$ cat config.mk
export PLATFORM = sky130hd
export DESIGN_NAME = mem_bus_arbiter
export DESIGN_NICKNAME = d
export VERILOG_FILES = /design/src/rtl/mem_bus_pkg.sv /design/src/rtl/rr_pick.sv /design/src/rtl/mem_bus_arbiter.sv
export SDC_FILE = /design/constraint.sdc
export NUM_CORES = 1
export LEC_CHECK = 0
export CAP_MARGIN = 20
export CORE_MARGIN = 1.5
export CORE_UTILIZATION = 44
export DETAILED_ROUTE_END_ITERATION = 6
export PLACE_DENSITY = 0.89
export SLEW_MARGIN = 20
export SYNTH_ARGS = -nofsm -noshare
export SYNTH_HDL_FRONTEND = slang
export SYNTH_SLANG_ARGS = --single-unit
$ cat constraint.sdc
create_clock -name clk -period 4.6 [get_ports clk]
set_input_delay 0.69 -clock clk [delete_from_list [all_inputs] [get_ports clk]]
set_output_delay 0.69 -clock clk [all_outputs]
set_load 0.01 [all_outputs]
$ cat src/rtl/mem_bus_pkg.sv
// Shared types and default widths for the shared-memory bus arbiter.
// Imported by the arbiter top and its round-robin selector.
package mem_bus_pkg;

  localparam int unsigned ADDR_W_DEF = 2;
  localparam int unsigned DATA_W_DEF = 2;

  typedef enum logic [1:0] {
    StIdle,
    StIssue,
    StWait,
    StDone
  } state_e;

endpackage

$ cat src/rtl/rr_pick.sv
// Combinational round-robin selector: returns the first requester found
// searching upward from (rr_ptr + 1) mod N, wrapping around.
module rr_pick #(
  parameter int unsigned N    = 2,
  parameter int unsigned IdxW = (N > 1) ? $clog2(N) : 1
) (
  input  logic [N-1:0]    req,
  input  logic [IdxW-1:0] rr_ptr,
  output logic [IdxW-1:0] idx,
  output logic            any_req
);

  logic [2*N-1:0] req_dbl;
  logic [N-1:0]   req_rot;
  int unsigned    first;
  int unsigned    pick;

  always_comb begin
    req_dbl = {req, req};
    // Bit j of req_rot belongs to master (rr_ptr + 1 + j) mod N.
    req_rot = N'(req_dbl >> (32'(rr_ptr) + 32'd1));
    first   = 0;
    for (int j = N - 1; j >= 0; j--) begin
      if (req_rot[j]) first = j;
    end
    pick = 32'(rr_ptr) + 32'd1 + first;
    if (pick >= N) pick = pick - N;
    idx     = IdxW'(pick);
    any_req = |req;
  end

endmodule

$ cat src/rtl/mem_bus_arbiter.sv
// Round-robin arbiter sharing one single-port memory between N_MASTERS masters,
// one transaction in flight at a time (IDLE -> ISSUE -> [WAIT] -> DONE).
module mem_bus_arbiter
  import mem_bus_pkg::*;
#(
  parameter int unsigned N_MASTERS = 2,
  parameter int unsigned ADDR_W    = ADDR_W_DEF,
  parameter int unsigned DATA_W    = DATA_W_DEF,
  parameter int unsigned MEM_LAT   = 1
) (
  input  logic                          clk,
  input  logic                          rst_n,
  input  logic [N_MASTERS-1:0]          m_req,
  input  logic [N_MASTERS-1:0]          m_we,
  input  logic [N_MASTERS*ADDR_W-1:0]   m_addr,
  input  logic [N_MASTERS*DATA_W-1:0]   m_wdata,
  output logic [N_MASTERS-1:0]          m_gnt,
  output logic [N_MASTERS-1:0]          m_done,
  output logic [DATA_W-1:0]             m_rdata,
  output logic                          mem_en,
  output logic                          mem_we,
  output logic [ADDR_W-1:0]             mem_addr,
  output logic [DATA_W-1:0]             mem_wdata,
  input  logic [DATA_W-1:0]             mem_rdata,
  output logic                          busy
);

  localparam int unsigned IdxW = $clog2(N_MASTERS);
  localparam int unsigned LatW = $clog2(MEM_LAT + 1);

  state_e              state_q, state_d;
  logic [IdxW-1:0]     idx_q, idx_d;
  logic [IdxW-1:0]     rr_q, rr_d;
  logic                we_q, we_d;
  logic [ADDR_W-1:0]   addr_q, addr_d;
  logic [DATA_W-1:0]   wdata_q, wdata_d;
  logic [LatW-1:0]     lat_q, lat_d;
  logic [DATA_W-1:0]   rdata_q, rdata_d;

  logic [IdxW-1:0]     pick_idx;
  logic                any_req;

  rr_pick #(
    .N    (N_MASTERS),
    .IdxW (IdxW)
  ) u_rr_pick (
    .req     (m_req),
    .rr_ptr  (rr_q),
    .idx     (pick_idx),
    .any_req (any_req)
  );

  always_comb begin
    state_d = state_q;
    idx_d   = idx_q;
    rr_d    = rr_q;
    we_d    = we_q;
    addr_d  = addr_q;
    wdata_d = wdata_q;
    lat_d   = lat_q;
    rdata_d = rdata_q;
    unique case (state_q)
      StIdle: begin
        if (any_req) begin
          idx_d   = pick_idx;
          we_d    = m_we[pick_idx];
          addr_d  = m_addr[pick_idx * ADDR_W +: ADDR_W];
          wdata_d = m_wdata[pick_idx * DATA_W +: DATA_W];
          state_d = StIssue;
        end
      end
      StIssue: begin
        if (we_q) begin
          state_d = StDone;
        end else begin
          lat_d   = LatW'(MEM_LAT);
          state_d = StWait;
        end
      end
      StWait: begin
        lat_d = lat_q - LatW'(1);
        // Last wait cycle: memory data is valid now.
        if (lat_q == LatW'(1)) begin
          rdata_d = mem_rdata;
          state_d = StDone;
        end
      end
      StDone: begin
        rr_d    = idx_q;
        state_d = StIdle;
      end
      default: state_d = StIdle;
    endcase
  end

  always_ff @(posedge clk or negedge rst_n) begin
    if (!rst_n) begin
      state_q <= StIdle;
      idx_q   <= '0;
      rr_q    <= IdxW'(N_MASTERS - 1);
      we_q    <= 1'b0;
      addr_q  <= '0;
      wdata_q <= '0;
      lat_q   <= '0;
      rdata_q <= '0;
    end else begin
      state_q <= state_d;
      idx_q   <= idx_d;
      rr_q    <= rr_d;
      we_q    <= we_d;
      addr_q  <= addr_d;
      wdata_q <= wdata_d;
      lat_q   <= lat_d;
      rdata_q <= rdata_d;
    end
  end

  // Outputs decode purely from registered state so they drop with async reset.
  always_comb begin
    m_gnt     = '0;
    m_done    = '0;
    mem_en    = 1'b0;
    mem_we    = 1'b0;
    mem_addr  = '0;
    mem_wdata = '0;
    busy      = (state_q != StIdle);
    if (state_q != StIdle) m_gnt[idx_q] = 1'b1;
    if (state_q == StDone) m_done[idx_q] = 1'b1;
    if (state_q == StIssue) begin
      mem_en    = 1'b1;
      mem_we    = we_q;
      mem_addr  = addr_q;
      mem_wdata = wdata_q;
    end
  end

  assign m_rdata = rdata_q;

  a_gnt_onehot: assert property (@(posedge clk) disable iff (!rst_n) $onehot0(m_gnt));
  a_en_single:  assert property (@(posedge clk) disable iff (!rst_n) mem_en |=> !mem_en);
  a_done_gnt:   assert property (@(posedge clk) disable iff (!rst_n) (m_done & ~m_gnt) == '0);

endmodule

==> results.txt <==
----------------------------------------------------
[Place]
  Number of buffers added on ports ... 28
  Gpl congestion ... 0.8040
  Post-detail-place hpwl ... 1.219 mm

[Final layout]
  Fraction of final layout cells with drive strength greater than 1 ... 7.000%
  Most frequent standard cell in the layout excluding fill and tap cells ... sky130_fd_sc_hd__clkdlybuf4s50_1
  Post-layout net count ... 121
  Register area ... 301.5 um^2
  Area Growth Syn to Fin ... 43.91%
  Diodes inserted ... 0
  Filler instances ... 125
  Area used by multi-input combinational logic ... 350.3 um^2
  Commonest cells after routing, fill and taps aside ... sky130_fd_sc_hd__clkdlybuf4s50_1 (28), sky130_fd_sc_hd__dfrtp_1 (11), sky130_fd_sc_hd__nand2_1 (10), sky130_fd_sc_hd__o2111ai_1 (10), sky130_fd_sc_hd__nand3_1 (6)
  Post-Route Utilization ... 67.48%

[Floorplanning]
  Total Die Area ... 1835 um^2
  Number of placed I/O pins ... 29
  Horiz. Die Dim ... 42.84 um
  Die height ... 42.84 um
  Area of the placeable core ... 1489 um^2
  Effective utilization at floorplan ... 46.89%
  Standard-cell rows ... 14

[Clock network]
  TritonCTS clock tree ... built
  Post-CTS Setup Bufs ... 0
  Number of CTS-inserted buffers ... 3
  Resized cells post-CTS ... 0
  Insertion delay to the later sink of the worst-skew pair ... 0.28 ns
  Sinks on Clock Net ... 12
  Maximum number of buffers from clock root to sink ... 2
  Quantity of hold-fixing buffers added after cts ... 0
  Total number of H-tree levels ... 1
  Clock tree root buffer cell ... sky130_fd_sc_hd__clkbuf_4
  Clk pin slew, worst setup/hold paths ... 0.08 ns

[Job]
  Max-Cap Viols ... 0

[Logic synthesis]
  Netlist area before placement ... 698.2 um^2
  Share of the synthesized area in compound gates (AO/OA/AOI/OAI) ... 17.74%
  Adder and majority gate portion of the synthesized area ... 7.168%
  Cells after Synth ... 71
  Average cell area after synthesis ... 9.833 um^2
  Xor-xnor portion of the synthesized cell area ... 0%
  Dominant combinational cell family by area after synthesis ... simple AND/OR/NAND/NOR gates
  Net count after synthesis ... 91
  Share of synthesized area occupied by flip-flops and latches ... 43.19%
  Proportion of synthesized area in mux cells ... 6.452%
  Total of flip-flops plus latches after synthesis ... 12
  Share of synthesized cell area in and, or, nand and nor gates ... 18.82%
  Synthesis warning total ... 0
  Number of library cell types mapped by synthesis ... 22

[Global routing]
  Pin count of the biggest net entering global routing ... 18
  Congestion Overflow GR ... 0
  Number of antenna violations at the first check in global routing ... 0
  Via count of the first global-routing pass ... 596
  Global-route wire length before repair ... 2.628 mm
  GR Util All Layers ... 19.56%

[Route]
  Overall via count from detail_route ... 635
  Routed length on met1 ... 732 um
  Amount of wire on met2 after detailed routing ... 763 um
  Initial DRT Pass Iterations ... 4
  Number of vias per cell ... 5.474
  Met3 routed WL ... 71 um
  DRC Markers ... 0
  Number of DRC violations after detailed-routing iteration 0 ... 10
  Top sig layer ... met3
  Wirelength, routed ... 1.567 mm
  Post-DRT Antenna Nets ... 0
  Post-detailed-route wirelength per cell ... 13.51 um

[Worst setup path]
  Critical path startpoint category ... flip-flop
  Required time at the endpoint of the critical path ... 3.91 ns
  Critical path capture point type ... output pin
  CP max FO ... 17
  Worst endpoint data arrival time ... 1.93 ns
  WS Path Type ... flip-flop to output pin

[Timing]
  Max Transition Viols Final ... 0
  Setup violators final ... 0
  Total count of hold-check failures in the final report ... 0
  Setup repair after global routing missed its margin ... false
  Transition time at the pin with the least slew margin ... 0.5520 ns
  Worst-case headroom to the max-slew limit ... 63.09%
  Period minus WS final ... 2.616 ns
  Highest Clock Rate ... 382.3 MHz
  Final setup skew ... 0.01356 ns
  Aggregate negative setup slack ... 0 ns
  Share of the clock period used by the worst path ... 56.87%

[Pwr]
  IR drop worst, VDD ... 389.3 uV
  Leakage power of the design ... 0.4380 nW
  Power density cells ... 603.7 nW/um^2

[Status]
  Result of the run ... complete, no violations

[Min path]
  HP Class ... flip-flop to flip-flop

----------------------------------------------------
## per-stage QoR
stage               std cells  instance area, um^2  power, mW  hold WS, ns  setup slack, ns
floorplan                  71                698.2     0.3953       0.3944            2.758
detailed placement        112                978.4     0.5420       0.4673            2.295
global route              116                 1005     0.6588       0.5160            1.835
finish                    116                 1005     0.6065       0.4805            1.984
global placement          112                978.4     0.5283       0.4602            2.349
CTS                       116                 1005     0.6149       0.4859            1.976
## flip-flops by register name (all words and copies together) (netlist names)
| signal | cells |
|---|---|
| addr_q | 2 |
| m_rdata | 2 |
| state_q | 2 |
| wdata_q | 2 |
| idx_q | 1 |
| lat_q | 1 |
| rr_q | 1 |
| we_q | 1 |
## cells in the mapped netlist
cell	number	area, um^2
sky130_fd_sc_hd__a31oi_1	1	6.260
sky130_fd_sc_hd__and2_1	5	31.28
sky130_fd_sc_hd__buf_2	1	5.000
sky130_fd_sc_hd__buf_6	1	11.26
sky130_fd_sc_hd__clkbuf_1	1	3.750
sky130_fd_sc_hd__dfrtp_1	11	275.3
sky130_fd_sc_hd__dfstp_2	1	26.28
sky130_fd_sc_hd__ha_1	4	50.05
sky130_fd_sc_hd__inv_1	5	18.77
sky130_fd_sc_hd__inv_2	2	7.510
sky130_fd_sc_hd__mux2_1	3	33.78
sky130_fd_sc_hd__mux2_2	1	11.26
sky130_fd_sc_hd__nand2_1	10	37.54
sky130_fd_sc_hd__nand3_1	6	30.03
sky130_fd_sc_hd__nor2_1	1	3.750
sky130_fd_sc_hd__nor2b_1	3	18.77
sky130_fd_sc_hd__o2111ai_1	10	87.58
sky130_fd_sc_hd__o211a_1	1	10.01
sky130_fd_sc_hd__o211ai_1	1	7.510
sky130_fd_sc_hd__o21ai_1	1	5.000
sky130_fd_sc_hd__o21bai_1	1	7.510
sky130_fd_sc_hd__or4b_1	1	10.01
## cell type report
type	count	share of cell area [%]
tap	16	1.993
multi-input combinational	49	34.87
timing repair buffer	28	27.90
clock buffer	4	2.615
inverter	7	2.615
sequential	12	30.01
## metal layers
| metal | vias to the layer above | GRT usage, % |
|---|---|---|
| met4 | 0 | 3.750 |
| met2 | 18 | 30.30 |
| met5 | - | 0 |
| met3 | 0 | 7.660 |
| li1 | 315 | - |
| met1 | 302 | 25.95 |
## report_power, final
part / internal (mW) / switching (mW) / leakage, nW / total [mW]
sequential: 0.161 / 0.0380 / 0.141 / 0.199
combinational: 0.180 / 0.159 / 0.282 / 0.339
clock: 0.0336 / 0.0350 / 0.0150 / 0.0686
## final timing paths
kind / slack [ns] / startpoint / cells after the start / end
setup / recovery: 1.98 / state_q[0]$_DFFE_PN0P_ / 4 / busy
hold / removal: 0.48 / wdata_q[1]$_DFFE_PN0P_ / 2 / wdata_q[1]$_DFFE_PN0P_
setup reg to reg: 2.85 / state_q[0]$_DFFE_PN0P_ / 4 / state_q[0]$_DFFE_PN0P_
hold reg to reg: 0.48 / wdata_q[1]$_DFFE_PN0P_ / 2 / wdata_q[1]$_DFFE_PN0P_
max in group asynchronous: 3.45 / rst_n / 1 / rr_q$_DFFE_PN1N_
min in group asynchronous: 0.76 / rst_n / 1 / wdata_q[1]$_DFFE_PN0P_
## worst max-delay path: stages, from the launching register on
cell and delay (ns):
sky130_fd_sc_hd__dfrtp_1 0.42, sky130_fd_sc_hd__inv_1 0.13, sky130_fd_sc_hd__ha_1 0.49, sky130_fd_sc_hd__inv_1 0.11, sky130_fd_sc_hd__clkdlybuf4s50_1 0.50
## logic make-up (layout without fill, tap and decap cells)
group                      count (synthesis)  in the layout
muxes                                      4              4
DFF                                       12             12
adders and majority gates                  4              4
buffers and inverters                     10             39
and+or+nand+nor                           26             26
AOI/OAI and AO/OA                         15             15
No activity file was read; power rests on OpenSTA's default activity.
